File: src/rtl/turn_signal_ctrl.sv
// turn_signal_ctrl
//   Arbitrates left / right / hazard switch requests into one lamp mode,
//   enables the left and right 3-lamp sequencers, generates the hazard
//   flash itself and muxes the final lamp drive. Every output is registered.
//
// Parameters
//   HALF_PERIOD  clock ticks per hazard on or off phase
//   CNT_W        hazard phase counter width (must hold HALF_PERIOD)
//
// Ports
//   clk, rst                     clock, synchronous active-low reset
//   left_req/right_req           turn switches (level, already synchronised)
//   hazard_req                   hazard switch (level)
//   left_seq_leds/right_seq_leds lamp patterns from the two sequencers
//   left_ena/right_ena           sequencer enables
//   left_leds/right_leds         final lamp drive
//   mode                         current state encoding (debug / status)
//   brake                        brake pedal, present only with BRAKE_LAMP_EN
//
// Build option
//   BRAKE_LAMP_EN  adds the brake input; brake lights every lamp group not
//                  owned by an active turn signal (both sides during hazard).
module turn_signal_ctrl #(
  parameter int HALF_PERIOD = 500,
  parameter int CNT_W       = 9
) (
  input  logic       clk,
  input  logic       rst,
  input  logic       left_req,
  input  logic       right_req,
  input  logic       hazard_req,
`ifdef BRAKE_LAMP_EN
  input  logic       brake,
`endif
  input  logic [2:0] left_seq_leds,
  input  logic [2:0] right_seq_leds,
  output logic       left_ena,
  output logic       right_ena,
  output logic [2:0] left_leds,
  output logic [2:0] right_leds,
  output logic [2:0] mode
);

  typedef enum logic [2:0] {
    IDLE    = 3'b000,
    LEFT    = 3'b001,
    RIGHT   = 3'b010,
    GAP     = 3'b011,
    HAZ_ON  = 3'b100,
    HAZ_OFF = 3'b101
  } state_t;

  localparam logic [CNT_W-1:0] CNT_LAST = CNT_W'(HALF_PERIOD - 1);

  state_t           state, nxt;
  logic [CNT_W-1:0] cnt, cnt_nxt;
  logic [2:0]       l_nxt, r_nxt;

  logic left_only, right_only, no_req;
  assign left_only  = left_req  & ~right_req;
  assign right_only = right_req & ~left_req;
  assign no_req     = ~left_req & ~right_req;

  assign mode = state;

  always_comb begin
    nxt     = IDLE;
    cnt_nxt = '0;
    case (state)
      // GAP decodes like IDLE; its one-cycle dwell with both enables low
      // lets the outgoing sequencer fall back to 000 before the new one starts.
      IDLE, GAP: begin
        if (hazard_req)      nxt = HAZ_ON;
        else if (left_only)  nxt = LEFT;
        else if (right_only) nxt = RIGHT;
        else                 nxt = IDLE;
      end
      LEFT: begin
        if (hazard_req || right_only) nxt = GAP;
        else if (no_req)              nxt = IDLE;
        else                          nxt = LEFT;   // left only, or conflict: hold
      end
      RIGHT: begin
        if (hazard_req || left_only) nxt = GAP;
        else if (no_req)             nxt = IDLE;
        else                         nxt = RIGHT;
      end
      HAZ_ON, HAZ_OFF: begin
        if (!hazard_req) begin
          nxt = IDLE;
        end else if (cnt >= CNT_LAST) begin
          nxt = (state == HAZ_ON) ? HAZ_OFF : HAZ_ON;
        end else begin
          nxt     = state;
          cnt_nxt = cnt + 1'b1;
        end
      end
      default: nxt = IDLE;
    endcase
  end

  // Lamp mux works from the next state so lamps move on the same edge as mode.
  always_comb begin
    l_nxt = 3'b000;
    r_nxt = 3'b000;
    case (nxt)
      LEFT:    l_nxt = left_seq_leds;
      RIGHT:   r_nxt = right_seq_leds;
      HAZ_ON:  begin l_nxt = 3'b111; r_nxt = 3'b111; end
      default: ;
    endcase
`ifdef BRAKE_LAMP_EN
    if (brake) begin
      if (nxt != LEFT)  l_nxt = 3'b111;
      if (nxt != RIGHT) r_nxt = 3'b111;
    end
`endif
  end

  always_ff @(posedge clk) begin
    if (!rst) begin
      state      <= IDLE;
      cnt        <= '0;
      left_ena   <= 1'b0;
      right_ena  <= 1'b0;
      left_leds  <= 3'b000;
      right_leds <= 3'b000;
    end else begin
      state      <= nxt;
      cnt        <= cnt_nxt;
      left_ena   <= (nxt == LEFT);
      right_ena  <= (nxt == RIGHT);
      left_leds  <= l_nxt;
      right_leds <= r_nxt;
    end
  end

endmodule

File: config.mk
export PLATFORM = sky130hd
export DESIGN_NAME = turn_signal_ctrl
export DESIGN_NICKNAME = d
export VERILOG_FILES = /design/src/rtl/turn_signal_ctrl.sv
export SDC_FILE = /design/constraint.sdc
export NUM_CORES = 1
export LEC_CHECK = 0
export CORE_UTILIZATION = 35
export CTS_CLUSTER_SIZE = 30
export DETAILED_ROUTE_END_ITERATION = 8
export SLEW_MARGIN = 20
export SYNTH_ARGS = -nofsm -noshare
export SYNTH_HDL_FRONTEND = slang
export SYNTH_SLANG_ARGS = --single-unit
File: constraint.sdc
create_clock -name clk -period 1.67 [get_ports clk]
set_input_delay 0.334 -clock clk [delete_from_list [all_inputs] [get_ports clk]]
set_output_delay 0.334 -clock clk [all_outputs]
set_load 0.1 [all_outputs]
# Word-level counts from Yosys, hierarchy flattened
# Index checks and enable logic that the tools add are counted.
totals:
  in_bits: 11
  wordCells: 43
  register_bits: 20
op_classes:
  n_lt_le_gt_ge: 1
  addsub: 1
  muxes: 13
  eq_ne: 8
  n_reduce_logical: 6
  n_bitwise: 8
op_table:
  columns: ["op", "n"]
  rows:
  - ["3-bit case mux with 2 select lines", 2]
  - ["3-bit case mux with 4 select lines", 1]
  - ["2-bit 2-to-1 mux", 5]
  - ["9-bit by 1-bit adder with 9-bit output, second input constant", 1]
  - ["3-bit by 2-bit == test with 1-bit output, second input constant", 3]
  - ["3-bit == test, second input constant", 3]
  - ["9-bit >= comparator, second input constant", 1]
  - ["3-bit 2-to-1 mux", 3]
  - ["3-bit by 1-bit == test with 1-bit output, second input constant", 2]
  - ["1-bit NOT", 5]
  - ["2-bit OR reduction", 2]
  - ["4-bit OR reduction", 1]
  - ["1-bit AND", 3]
  - ["3-bit zero test", 1]
  - ["1-bit logical OR", 2]
  - ["1-bit 2-to-1 mux", 2]

# Depth between registers and ports, before layout
# Gate-level depths: netlist of the first run.
depth:
  ltp_word: 8
  depth_mapped: 5
  ltp_nobuf: 5

# Worst setup path before layout of the first run
# OpenSTA, ideal clock, no wires.
synth_path:
  path_kind: "register to register"
  from: "reg state[1], in the netlist mode[1]"
  to: "reg left_leds[0]"
  stages_incl_launch_ff: 5
  setup_ns: 0.076
  setup_slack_ns: -0.421
  synth_period_minus_slack_ns: 2.091
  path_buffers: 0
  required_ns: 1.594
  arrival_ns: 2.015
  cell_sequence: "dfxtp_1 nand3b_1 o211ai_1 or4b_4 o22ai_1"
synth_via:
  elab_chain_len: 7
synth_rtl:
  columns: ["item", "line_no", "text"]
  rows:
  - ["from (decl)", "55", "state_t state, nxt;"]
  - ["from (signal assigned)", "129", "state <= nxt;"]
  - ["3-bit == test", "69, 92", null]
  - ["1-bit 2-to-1 mux", "92", "nxt = (state == HAZ_ON) ? HAZ_OFF : HAZ_ON;"]
  - ["3-bit 2-to-1 mux", "91", "end else if (cnt >= CNT_LAST) begin"]
  - ["3-bit 2-to-1 mux", "89", "if (!hazard_req) begin"]
  - ["3-bit case mux with 4 select lines (*)", "69", "case (state)"]
  - ["3-bit == test or 3-bit by 1-bit == test with 1-bit output (tied branches)", "106", "case (nxt)"]
  - ["3-bit case mux with 2 select lines (*)", "106", null]
  - ["to (signal assigned)", "133", "left_leds <= l_nxt;"]
  - ["to (decl)", "39", "output logic [2:0] left_leds,"]
# Mark *: on every way between the ends. The rest lies on a longest branch, timed or not.
# A chain may end at the register's enable or synchronous reset.

# Worst setup path after layout of the first run
layout_path:
  from: "reg cnt[1]"
  to: "reg state[0], in the netlist mode[0]"
layout_via:
  elab_chain_len: 4
layout_rtl:
  columns: ["item", "line_no", "text"]
  rows:
  - ["from (decl)", "56", "logic [CNT_W-1:0] cnt, cnt_nxt;"]
  - ["from (signal assigned)", "130", "cnt <= cnt_nxt;"]
  - ["9-bit >= comparator", "91", null]
  - ["3-bit 2-to-1 mux", "91", null]
  - ["3-bit 2-to-1 mux", "89", null]
  - ["3-bit case mux with 4 select lines", "69", null]
# No other way between the ends.

==> flow_summary.toml, run 1 <==
[power]
leakage_uw = 0.000575
power-per-cell-area_nw_per_um2 = 831
clock_power_share_pct = 20.7
worst_vdd_ir_v = 0.000430
p_sw_uw = 388
sw_frac_of_total_pct = 34.4
fin_total_pwr_uw = 1130
p_int_uw = 739
power.sequential.fraction_pct = 46.8
p_comb_share_pct = 32.5

[setup_path]
crit_path_top_delay_cell = "sky130_fd_sc_hd__a221o_1"
crit_type = "flop to flop"
critPathMaxStageDelay_ps = 390
critical_path_endpoint_category = "flop"
crit_chain = "ha_4 -> a2111o_1 -> and4_1 -> a221o_1 -> and2_1"
crit_buf_inv = 0
worst_endpoint_required_time_ps = 1870
start_kind = "flop"
timing.critical_path.max_delay_family = "compound AO/OA/AOI/OAI gates"
worstPathArrival_ps = 1900
crit_fanout = 5

[logic_synthesis]
ys_async_sr_fraction_pct = 0
yosys-top-cells-count = "sky130_fd_sc_hd__dfxtp_1, sky130_fd_sc_hd__nor2_1, sky130_fd_sc_hd__inv_1, sky130_fd_sc_hd__nand3_1, sky130_fd_sc_hd__xnor2_1"
post-synth-top-area-cell = "sky130_fd_sc_hd__dfxtp_1"
post_synth_inst_count = 93
mappedNetlistArea_um2 = 860
synth-seq-area-share_pct = 46.6
count_of_warnings_emitted_by_yosys = 0
ys_seq_elements = 20
yosys_most_used_dff = "sky130_fd_sc_hd__dfxtp_1"
synth.top_cells.by_area = "sky130_fd_sc_hd__dfxtp_1, sky130_fd_sc_hd__nor2_1, sky130_fd_sc_hd__xnor2_1, sky130_fd_sc_hd__nand3_1, sky130_fd_sc_hd__inv_1"
synthDominantCellAreaShare_pct = 46.6
avg_inst_size_synth_um2 = 9.24
mappedNetlistNets = 105
yosys.cell_count.top_type = "sky130_fd_sc_hd__dfxtp_1"
yosysUniqueCellTypes = 29
synth_edf_count = 0

[floorplanning]
floorplan.core_area_um2 = 2250
initial_core_util_pct = 38.1
die_w_um = 51.6
std_cell_rows = 17
fp.dieH_um = 51.6
dieArea_um2 = 2660
design.portCount = 22

[clock_network]
cts.path.max_buffers = 2
worstSkewPairLatency_ps = 290
clkSinkCount = 20
htreeDepth = 1
holdBufCountCts = 0
post-cts-setup-buffer-count = 0
clock_tree.root_cell = "sky130_fd_sc_hd__clkbuf_4"
clock_pin_transition_on_the_worst_setup_and_hold_timing_paths_ps = 110
cts_inserted_buffers = 3
clock_tree_from_tritoncts = "done"

[sta]
timing.final.crit_share_pct = 102
slew_headroom_pct = 77.0
timing_max_transition_violations_final = 0
grt_setup_unrepaired = "true"
hold_viol_final = 0
setup_viol = 1
achievable-frequency_ghz = 0.588
worst_slew_pin_slew_ps = 343
fin_skew_ps = 9.43
whs_ps = 542
post-route-min-period_ps = 1700
setup-tns-final_ps = -30.5
timing.final.ws_setup_ps = -30.5

[drt]
topRoutingLayerUsed = "met4"
via_per_inst = 5.05
drt.antenna.violating_nets = 0
avgRoutedWirePerCell_um = 12.4
drt_first_pass_iters = 4
drt-total-wl_mm = 1.90
routed-wl-met3_um = 86
vias = 778
remaining_drc_errors = 0
met2_length_um = 924
drt_first_iter_violations = 11
met1_length_um = 865

[placed_design]
io_buffer_count = 21
dpl_worst_slack_ps = -348
place.detailed.hpwl_mm = 1.42
gpl.final_weighted_congestion = 0.739

[global_routing]
initial_antenna_violation_count = 0
grt_max_degree = 12
grt_first_pass_wirelength_mm = 3.41
grt.overflow.total = 0
grt_use_total_pct = 17.2
first_global_vias = 778

[final_layout]
final.fill_count = 203
antennaDiodeCount = 0
final_layout_size_suffix_gt1_share_pct = 28.6
total_number_of_nets_in_the_final_design = 139
seq_area_um2 = 412
multiInputGateArea_um2 = 454
area_growth_syn_to_layout_pct = 57.8

[job]
max-cap-violations = 0

[outcome]
outcome = "complete, but fails checks"
failed_checks = "negative setup slack"

[hold_path]
hold_path_class = "flop to flop"
[flip-flops by register name, indices dropped and copies added, names as in the netlist]
name	count
cnt	9
left_ena	1
left_leds	3
mode	3
right_ena	1
right_leds	3
[stage by stage]
| stage | area [um2] | std cells | utilization [%] |
|---|---|---|---|
| 4_1_cts | 1340 | 154 | 59.4 |
| 5_1_grt | 1360 | 154 | 60.2 |
| 6_report | 1360 | 154 | 60.2 |
| 2_1_floorplan | 871 | 93 | - |
| 3_3_place_gp | 1280 | 150 | 56.9 |
| 3_5_place_dp | 1280 | 150 | 56.9 |
[final timing paths]
kind / depth (start not counted) / start / slack [ps] / to
worst max-delay path: 5 / cnt[1]$_SDFF_PP0_ / -30 / mode[0]$_SDFF_PN0_
worst min-delay path: 2 / cnt[7]$_SDFF_PP0_ / 540 / cnt[7]$_SDFF_PP0_
worst min register to register: 2 / cnt[7]$_SDFF_PP0_ / 540 / cnt[7]$_SDFF_PP0_
worst max register to register: 5 / cnt[1]$_SDFF_PP0_ / -30 / mode[0]$_SDFF_PN0_
[metal layers]
layer,vias to the layer above,track usage [%]
met2,21,27.5
met4,0,9.01
li1,386,-
met3,2,2.34
met5,-,0
met1,369,22.5
[cells by family (layout without fill, tap and decap cells)]
logic type	after synthesis	after routing	share of synthesized area [%]
AOI/OAI and AO/OA	12	12	10.6
xor gates and xnor gates	8	8	8.15
adders and majority gates	1	1	1.46
buffers and inverters	9	42	4.80
DFF	20	20	46.6
and+or+nand+nor	43	43	28.4
[placed cells by master, fill, tap and decap left out, types with 2 or more instances in the layout]
cell,netlist,routed
sky130_fd_sc_hd__nor2_1,13,13
sky130_fd_sc_hd__nand3b_1,2,2
sky130_fd_sc_hd__nor2b_1,3,3
sky130_fd_sc_hd__dfxtp_1,20,15
sky130_fd_sc_hd__dfxtp_4,0,2
sky130_fd_sc_hd__dlymetal6s2s_1,0,3
sky130_fd_sc_hd__xnor2_1,5,5
sky130_fd_sc_hd__o22ai_2,0,3
sky130_fd_sc_hd__nand4b_1,2,2
sky130_fd_sc_hd__nand2_1,2,2
sky130_fd_sc_hd__clkdlybuf4s50_1,0,7
sky130_fd_sc_hd__dfxtp_2,0,3
sky130_fd_sc_hd__xor2_1,3,3
sky130_fd_sc_hd__clkbuf_4,0,3
sky130_fd_sc_hd__buf_4,0,8
sky130_fd_sc_hd__and2_1,2,2
sky130_fd_sc_hd__inv_1,8,8
sky130_fd_sc_hd__nand3_1,8,8
sky130_fd_sc_hd__a21oi_1,3,3
sky130_fd_sc_hd__buf_12,0,11
sky130_fd_sc_hd__nand2b_1,2,2
sky130_fd_sc_hd__and3_1,3,3
[power groups by stage]
stage	clock network (uW)	registers [uW]	logic, uW
after floorplan	0	691	54.8
after global placement	0	539	357
after detailed placement	0	539	360
after CTS	239	528	367
after global routing	261	533	380
final	233	528	366
[layout make-up]
| type | count | area share, % |
|---|---|---|
| clock buffers | 4 | 1.94 |
| flip-flops and latches | 20 | 30.4 |
| well taps | 28 | 2.58 |
| inverters | 8 | 2.21 |
| repair buffers | 30 | 29.4 |
| multi-input cells | 64 | 33.5 |
[tightest hold or removal path, stage by stage, from the launching register on]
cell	delay (ps)
sky130_fd_sc_hd__dfxtp_1	350
sky130_fd_sc_hd__xnor2_1	110
sky130_fd_sc_hd__nor2_1	40
[repair_timing]
| action | CTS | global route |
|---|---|---|
| pin swaps | 4 | 4 |
| setup endpoints to repair | 7 | 8 |
| gates resized for setup | 6 | 5 |
Note: power is estimated with default switching activity, not from simulation.
==> run 2, diff against run 1 <==
--- a/config.mk
+++ b/config.mk
@@ -5,9 +5,11 @@
 export SDC_FILE = /design/constraint.sdc
 export NUM_CORES = 1
 export LEC_CHECK = 0
-export CORE_UTILIZATION = 35
+export CORE_UTILIZATION = 40
 export CTS_CLUSTER_SIZE = 30
 export DETAILED_ROUTE_END_ITERATION = 8
+export PLACE_DENSITY = 0.7
+export SKIP_LAST_GASP = 1
 export SLEW_MARGIN = 20
 export SYNTH_ARGS = -nofsm -noshare
 export SYNTH_HDL_FRONTEND = slang
==> flow_summary.toml, run 2 (synthesis results as in run 1) <==
[sta]
timing_max_transition_violations_final = 0
setup-tns-final_ps = -12.9
hold_viol_final = 0
worst_slew_pin_slew_ps = 339
setup_viol = 1
grt_setup_unrepaired = "true"
fin_skew_ps = 4.28
post-route-min-period_ps = 1680
achievable-frequency_ghz = 0.594
timing.final.crit_share_pct = 101
timing.final.ws_setup_ps = -12.9
whs_ps = 563
slew_headroom_pct = 77.3

[drt]
avgRoutedWirePerCell_um = 12.6
drt_first_iter_violations = 18
vias = 790
drt.antenna.violating_nets = 0
remaining_drc_errors = 0
via_per_inst = 5.16
drt-total-wl_mm = 1.93
drt_first_pass_iters = 4

[hold_path]
hold-path-cell-count = 2
hold_path_class = "flop to flop"
worst_hold_startpoint = "cnt[7]$_SDFF_PP0_"
hold_path_end = "cnt[7]$_SDFF_PP0_"

[outcome]
failed_checks = "negative setup slack"
outcome = "complete, but fails checks"

[setup_path]
r2r_end = "mode[0]$_SDFF_PN0_"
crit_type = "flop to flop"
timing.critical_path.max_delay_family = "compound AO/OA/AOI/OAI gates"
crit_chain = "ha_4 -> a2111o_1 -> and4_4 -> a221o_1 -> and2_1"
crit_buf_inv = 0
critical_path_endpoint_category = "flop"
worst-r2r-cell-count = 5
crit_path_top_delay_cell = "sky130_fd_sc_hd__a221o_1"
timing.rr.start = "cnt[0]$_SDFF_PP0_"
worst_endpoint_required_time_ps = 1870
worstPathArrival_ps = 1890
critPathMaxStageDelay_ps = 380
crit_fanout = 5
start_kind = "flop"
r2r_slack_ps = -10

[global_routing]
grt_use_total_pct = 18.4
initial_antenna_violation_count = 0
grt_max_degree = 12
grt_first_pass_wirelength_mm = 3.31
first_global_vias = 797
grt.overflow.total = 0

[floorplanning]
dieArea_um2 = 2340
floorplan.core_area_um2 = 1980
die_w_um = 48.4
design.portCount = 22
fp.dieH_um = 48.4
std_cell_rows = 16
initial_core_util_pct = 43.4

[clock_network]
worstSkewPairLatency_ps = 300
htreeDepth = 1
clkSinkCount = 20
holdBufCountCts = 0
clock_tree.root_cell = "sky130_fd_sc_hd__clkbuf_4"
cts_inserted_buffers = 3
post-cts-setup-buffer-count = 0
clock_pin_transition_on_the_worst_setup_and_hold_timing_paths_ps = 110
cts.path.max_buffers = 2
clock_tree_from_tritoncts = "done"

[final_layout]
antennaDiodeCount = 0
final_layout_size_suffix_gt1_share_pct = 28.6
max_flop_register = "cnt"
commonest_cells_after_routing_fill_and_taps_aside = "sky130_fd_sc_hd__dfxtp_1, sky130_fd_sc_hd__nor2_1, sky130_fd_sc_hd__buf_12"
largest_register_ff_count = 9
final_std_cell_area_no_fill_um2 = 1350
instances_no_fill = 153
seq_area_um2 = 412
mostFrequentLayoutCell = "sky130_fd_sc_hd__dfxtp_1"
multiInputGateArea_um2 = 448
final.fill_count = 148
total_number_of_nets_in_the_final_design = 139
area_growth_syn_to_layout_pct = 56.9
fin_util_pct = 68.1

[placed_design]
gpl.final_weighted_congestion = 0.805
placed_cell_area_um2 = 1280
place.detailed.hpwl_mm = 1.51
io_buffer_count = 21
numPlacedInstances = 149

[job]
max-cap-violations = 0

[power]
leakage_uw = 0.000574
power-per-cell-area_nw_per_um2 = 837
worst_vdd_ir_v = 0.000531
[run 2: cell count changes in the layout (fill, tap and decap cells not counted)]
cell                      previous run  this run
sky130_fd_sc_hd__and4_1              1         0
sky130_fd_sc_hd__and4_4              0         1
sky130_fd_sc_hd__nor2_1             13        12
sky130_fd_sc_hd__nor2_2              0         1
sky130_fd_sc_hd__nor3b_1             0         1
sky130_fd_sc_hd__nor3b_2             1         0
sky130_fd_sc_hd__o22ai_1             0         1
sky130_fd_sc_hd__o22ai_2             3         2
[run 2: what timing repair did]
item	CTS	global route
resized for setup	4	7
cloned	0	0
endpoints found under the setup margin	7	9
pin swaps	4	3
[run 2: tightest hold or removal path, stage by stage, from the launching register on]
cell                      delay (ps)
sky130_fd_sc_hd__dfxtp_1         360
sky130_fd_sc_hd__xnor2_1         130
sky130_fd_sc_hd__nor2_1           40
[run 2: worst max-delay path by stage]
| stage | from | to | slack (ps) | cells past startpoint |
|---|---|---|---|---|
| CTS | cnt[0]$_SDFF_PP0_ | mode[0]$_SDFF_PN0_ | -30 | 5 |
| floorplan | cnt[1]$_SDFF_PP0_ | mode[0]$_SDFF_PN0_ | 0.3 | 5 |
| global placement | left_req | left_leds[0]$_SDFF_PN0_ | -280 | 5 |
| detailed placement | left_req | left_leds[1]$_SDFF_PN0_ | -340 | 5 |
| global route | cnt[0]$_SDFF_PP0_ | mode[0]$_SDFF_PN0_ | -80 | 5 |
| finish | cnt[0]$_SDFF_PP0_ | mode[0]$_SDFF_PN0_ | -10 | 5 |
[run 2: final cells by class]
type / count / area share (%)
clock buffers: 4 / 1.95
inverters: 8 / 2.23
multi-input cells: 64 / 33.2
flip-flops and latches: 20 / 30.5
well taps: 27 / 2.50
repair buffers: 30 / 29.6
[run 2: metal layers]
| metal | track usage (%) | routed length [um] | vias to the layer above |
|---|---|---|---|
| met1 | 20.9 | 831 | 371 |
| met4 | 9.80 | 27 | 0 |
| li1 | - | - | 388 |
| met2 | 33.1 | 985 | 27 |
| met5 | 0 | 0 | - |
| met3 | 2.52 | 81 | 4 |
[run 2: metrics by stage]
stage | setup WS [ps] | power [uW]
floorplan | 0.265 | 745
global placement | -275 | 894
detailed placement | -341 | 901
CTS | -27.8 | 1130
global route | -78.4 | 1170
finish | -12.9 | 1130
[run 2: power by group]
group / internal, uW / leakage [uW] / switching, uW
Sequential: 501 / 0.000166 / 28.0
Combinational: 144 / 0.000393 / 222
Clock: 93.0 / 0.0000150 / 142
Total: 738 / 0.000574 / 392
==> run 3, diff against run 2 <==
--- a/config.mk
+++ b/config.mk
@@ -5,6 +5,7 @@
 export SDC_FILE = /design/constraint.sdc
 export NUM_CORES = 1
 export LEC_CHECK = 0
+export CAP_MARGIN = 10
 export CORE_UTILIZATION = 40
 export CTS_CLUSTER_SIZE = 30
 export DETAILED_ROUTE_END_ITERATION = 8
==> results of run 3 <==
No change in the layout: final DEF, timing and power equal those of run 2.
==> RTL change 1 (settings of run 1) <==
Add a define of `BRAKE_LAMP_EN`.
--- a/src/rtl/turn_signal_ctrl.sv
+++ b/src/rtl/turn_signal_ctrl.sv
@@ -20,6 +20,8 @@
 // Build option
 //   BRAKE_LAMP_EN  adds the brake input; brake lights every lamp group not
 //                  owned by an active turn signal (both sides during hazard).
+`define BRAKE_LAMP_EN
+
 module turn_signal_ctrl #(
   parameter int HALF_PERIOD = 500,
   parameter int CNT_W       = 9
Ports: changed (added brake); port bits go from 22 to 23. No check against the original RTL was run, so the function may have changed too.
==> RTL change 1 against run 1 <==
- the flow finishes with violations (DRC)
- wire length grew 6.0%
- die area is 4.8% higher
- sequential cell count stayed put
- cell area grew 8.3%
- cell count up 18%
- area after synthesis up 4.9%
- worst setup slack better by 79 ps
- critical path depth increased by 1
- count of clock-buffer cells in the layout is the same
- power grew 7.3%
- clock power up 20%
- sequential power up 1%
- non-clock buffer count up 11
- critical path type unchanged
- largest cell class unchanged
==> RTL change 1: results (changes against run 1) <==
global_routing:
  grt_usage_pct: 15.87  # -1.4 points
  grt_start_max_net_pins: 15  # +3
  grt_pass1_wl_mm: 3.270  # -4.0%
  grt_pass1_vias: 780  # +0.26%
  met2_usage_pct: 29.32  # +1.8 points
  grt.met3_usage_pct: 2.899  # +0.56 points
  use_met1_pct: 17.90  # -4.6 points
critical_path:
  cpPeakStageDelay_ps: 450  # +60 ps
  arrival_ps: 1820  # -80 ps
  critPathBufInv: 1  # +1
  rr_startpoint: "cnt[0]$_SDFF_PP0_"
  r2r_end: "right_leds[1]$_SDFF_PN0_"
  path_max_fanout: 3  # -2
  ff2ff_setup_slack_ps: 50  # +80 ps
  crit_path_top_delay_cell: "a2111o_1"
logic_synthesis:
  ys_top_cells_by_count: "23 x nor2_1, 20 x dfxtp_1, 6 x a21oi_1, 6 x nand3_1"
  synth.area.mux_share_pct: 1.110  # +1.1 points
  synth_area_leaders: "dfxtp_1 44%, nor2_1 9.6%, a21oi_1 3.3%, nand3_1 3.3%, xor2_1 2.9%"
  synth_xor_area_share_pct: 4.854  # -3.3 points
  synth_nets: 121  # +15%
  synth_compound_area_share_pct: 14.98  # +4.4 points
  synthAdderAreaFrac_pct: 2.497  # +1.0 points
  synth_area_per_cell_um2: 8.353  # -9.6%
power:
  power_leakage_nw: 0.5908  # +2.7%
  ir_drop_mv: 0.5530  # +29%
  p_sw_mw: 0.4117  # +6.0%
drt:
  wl_met3_um: 36  # -58%
  met2_length_mm: 1.076  # +16%
  drc: 1  # +1
  drt_iter0_drc: 15  # +4
  num_vias: 887  # +14%
  wl_met1_um: 878  # +1.5%
  routed_wl_mm: 2.017  # +6.0%
  vias_per_cell: 4.901  # -3.0%
  first_pass_iters: 6  # +2
timing:
  fin_skew_ps: 3.623  # -5.811 ps
  max_freq_ghz: 0.6168  # +4.9%
  hold_slack_ps: 495.6  # -46.80 ps
  slew_headroom_pct: 82.08  # +5.0 points
cells_and_area:
  drive_gt1_share_pct: 29.14  # +0.57 points
  n_all_inverters: 5  # -3
  fin_nets: 165  # +19%
  fin_area_um2: 1469  # +8.3%
  n_fill_cell: 218  # +7.4%
  clkCellAreaFrac_pct: 2.470  # +0.53 points
  multi_input_area_um2: 491.7  # +8.3%
  non_clock_buffer_count: 41  # +37%
  buf_share_pct: 32.45  # +3.0 points
  sh_seq_area_pct: 27.77  # -2.6 points
worst_hold_path:
  hp-start: "cnt[7]$_SDFF_PP0_"
placed_design:
  place_ws_ps: -191.1  # +156.6 ps
  dpl.cell_count: 175  # +17%
  portBuffers: 22  # +4.8%
  gp_congestion: 0.8552  # +16%
  hpwl_mm: 1.595  # +12%
  dpl_cell_area_um2: 1396  # +8.9%
status:
  violations: "DRC"
  outcome: "complete, but fails checks"
clock_tree:
  ctsResizeCount: 0  # -6
## RTL change 1: cell types whose count changed after synthesis, sizes merged, moves of 3 or more
cell   delta
nor2     +10
o21ai     +4
a21oi     +3
and3      -3
inv       -3
nand2     +3
nand4     +3
o22ai     -3
or3       +3
xnor2     -3
## RTL change 1: worst reg2reg max path, stage by stage (launching register included)
cell,delay [ps]
dfxtp_2,350
buf_6,110
a2111o_1,450
nand3_2,120
mux2i_2,250
o41a_1,200
nor2_1,60
## RTL change 1: power by group through the flow
stage / registers [mW] / logic, mW / clock network [mW]
2_1_floorplan: 0.698 / 0.0594 / 0
3_3_place_gp: 0.544 / 0.390 / 0
3_5_place_dp: 0.545 / 0.392 / 0
4_1_cts: 0.534 / 0.393 / 0.287
5_1_grt: 0.539 / 0.412 / 0.307
6_report: 0.534 / 0.395 / 0.280
==> RTL change 2 (config.mk and constraints of run 1) <==
Without the edit above. Reset style: asynchronous (`rst`), changed in one clocked block. Comments in the files are not updated.
--- a/src/rtl/turn_signal_ctrl.sv
+++ b/src/rtl/turn_signal_ctrl.sv
@@ -117,7 +117,7 @@
 `endif
   end
 
-  always_ff @(posedge clk) begin
+  always_ff @(posedge clk or negedge rst) begin
     if (!rst) begin
       state      <= IDLE;
       cnt        <= '0;
Function: differs if rst is asserted again (counterexample within 4 cycles, from zero or initial values and one cycle with rst low); with rst held inactive, the same outputs for 10 cycles.
==> RTL change 2 against run 1 <==
- die area increased by 11%
- synthesized cell count decreased by 6.5%
- cell area increased by 6.0%
- worst setup slack improved by 39 ps
- sequential cell count unchanged
- area after synthesis increased by 12%
- maximum frequency increased by 2.4%
- non-clock buffer count increased by 4
- wire length increased by 5.8%
Power is not compared: it rests on default switching activity, and its combinational part moved more than twofold at a synthesized area within 25%.
==> RTL change 2: results (changes against run 1) <==
status:
  outcome: "completed"
logic_synthesis:
  synthFlopType: "dfrtp_1"
  ys_seq_area_share_pct: 52.02  # +5.4 points
  yosys.cell_types.count: 39  # +34%
  synth_edf_count: 0  # unchanged
  async_flop_share_pct: 100.0  # +100 points
  ys_top_cells_by_count: "20 x dfrtp_1, 7 x nor2_1, 6 x nand2_1, 6 x nor2_2, 4 x a31oi_1"
  synth_area_leaders: "dfrtp_1 52%, nor2_2 3.9%, nor2_1 2.7%, a22o_1 2.7%, xnor2_1 2.7%"
  syn_inst: 87  # -6.5%
  synth_nets: 99  # -5.7%
drt:
  num_vias: 782  # +0.51%
  drt_iter0_drc: 4  # -7
  antenna_left: 0  # unchanged
  routed_wl_mm: 2.014  # +5.8%
  vias_per_cell: 5.145  # +1.8%
  first_pass_iters: 5  # +1
cells_and_area:
  largest_register: "cnt"
  n_fill_cell: 229  # +13%
  fin_nets: 135  # -2.9%
  diodes: 0  # unchanged
  drive_gt1_share_pct: 35.25  # +6.7 points
clock_tree:
  clockBufferDepth: 2  # unchanged
  htree_levels: 1  # unchanged
  cts_buffers: 3  # unchanged
placed_design:
  gp_congestion: 0.7199  # -2.6%
  place_ws_ps: -186.6  # +161.1 ps
  hpwl_mm: 1.478  # +4.2%
  dpl.cell_count: 147  # -2.0%
critical_path:
  ff2ff_setup_slack_ps: 9  # +40 ps
  r2r_end: "left_leds[2]$_DFF_PN0_"
  path_max_fanout: 3  # -2
  critPathKind: "register to register"
  rr_startpoint: "cnt[0]$_DFF_PN0_"
  arrival_ps: 1860  # -40 ps
timing:
  hold_slack_ps: 356.6  # -185.8 ps
  tightest_slew_ps: 406.0  # +62.62 ps
  min_period_over_period_pct: 99.48  # -2.3 points
  fin_skew_ps: 1.118  # -8.316 ps
global_routing:
  antenna_found_initial: 0  # unchanged
  grt_usage_pct: 15.73  # -1.5 points
  grt_pass1_vias: 760  # -2.3%
  grt_pass1_wl_mm: 3.291  # -3.4%
  grt_start_max_net_pins: 21  # +9
power:
  ir_drop_mv: 1.568
  comb-power_mw: 1.78
  p_sw_mw: 1.424
worst_hold_path:
  hp-class: "primary input to async pin"
RTL change 2: cell types whose count changed after synthesis, moves of 3 or more:
cell	change
dfrtp_1	+20
dfxtp_1	-20
inv_1	-6
a22o_1	+3
nor2_1	-6
o22ai_1	-3
a31oi_1	+4
nor2_2	+6
nand2_1	+4
nand3_1	-5
RTL change 2: final cells by class:
| type | instances | share of cell area, % |
|---|---|---|
| clock buffers | 4 | 1.828 |
| inverters | 2 | 0.5222 |
| multi-input cells | 62 | 30.46 |
| flip-flops and latches | 20 | 35.25 |
| well taps | 30 | 2.611 |
| repair buffers | 34 | 29.33 |
RTL change 2: routing by layer:
metal	GRT usage (%)	routed length, um
met4	1.282	0
met5	0	0
met1	17.50	899
met2	29.27	998
met3	5.833	116
RTL change 2: metrics by stage:
step           TNS (ps)  cell area, um2  power [mW]
2_1_floorplan    -75.90           977.2       1.886
5_1_grt          -39.22            1438       2.922
3_3_place_gp      -1132            1395       2.555
4_1_cts               0            1424       2.819
6_report              0            1438       2.806
3_5_place_dp      -1483            1395       2.573
RTL change 2: cell families (layout without fill, tap and decap cells):
family	Yosys count	count (layout)	synth area share (%)
adders and majority gates	1	1	1.300
buffers and inverters	5	40	2.990
and+or+nand+nor	38	38	24.06
DFF	20	20	52.02
muxes	1	1	1.040
AOI/OAI and AO/OA	16	16	13.13
xor gates and xnor gates	6	6	5.463
RTL change 2: worst max-delay path, stage by stage (launching register included):
cell	delay, ps
dfrtp_1	420
ha_2	200
a2111o_1	350
a31o_1	250
and2_4	140
a22o_1	200
RTL change 2: repair_timing:
action	in CTS	in global routing
hold endpoints to repair	0	0
resized for setup	1	2
pin swaps	0	0
buffers inserted	0	1
setup endpoints to repair	5	7
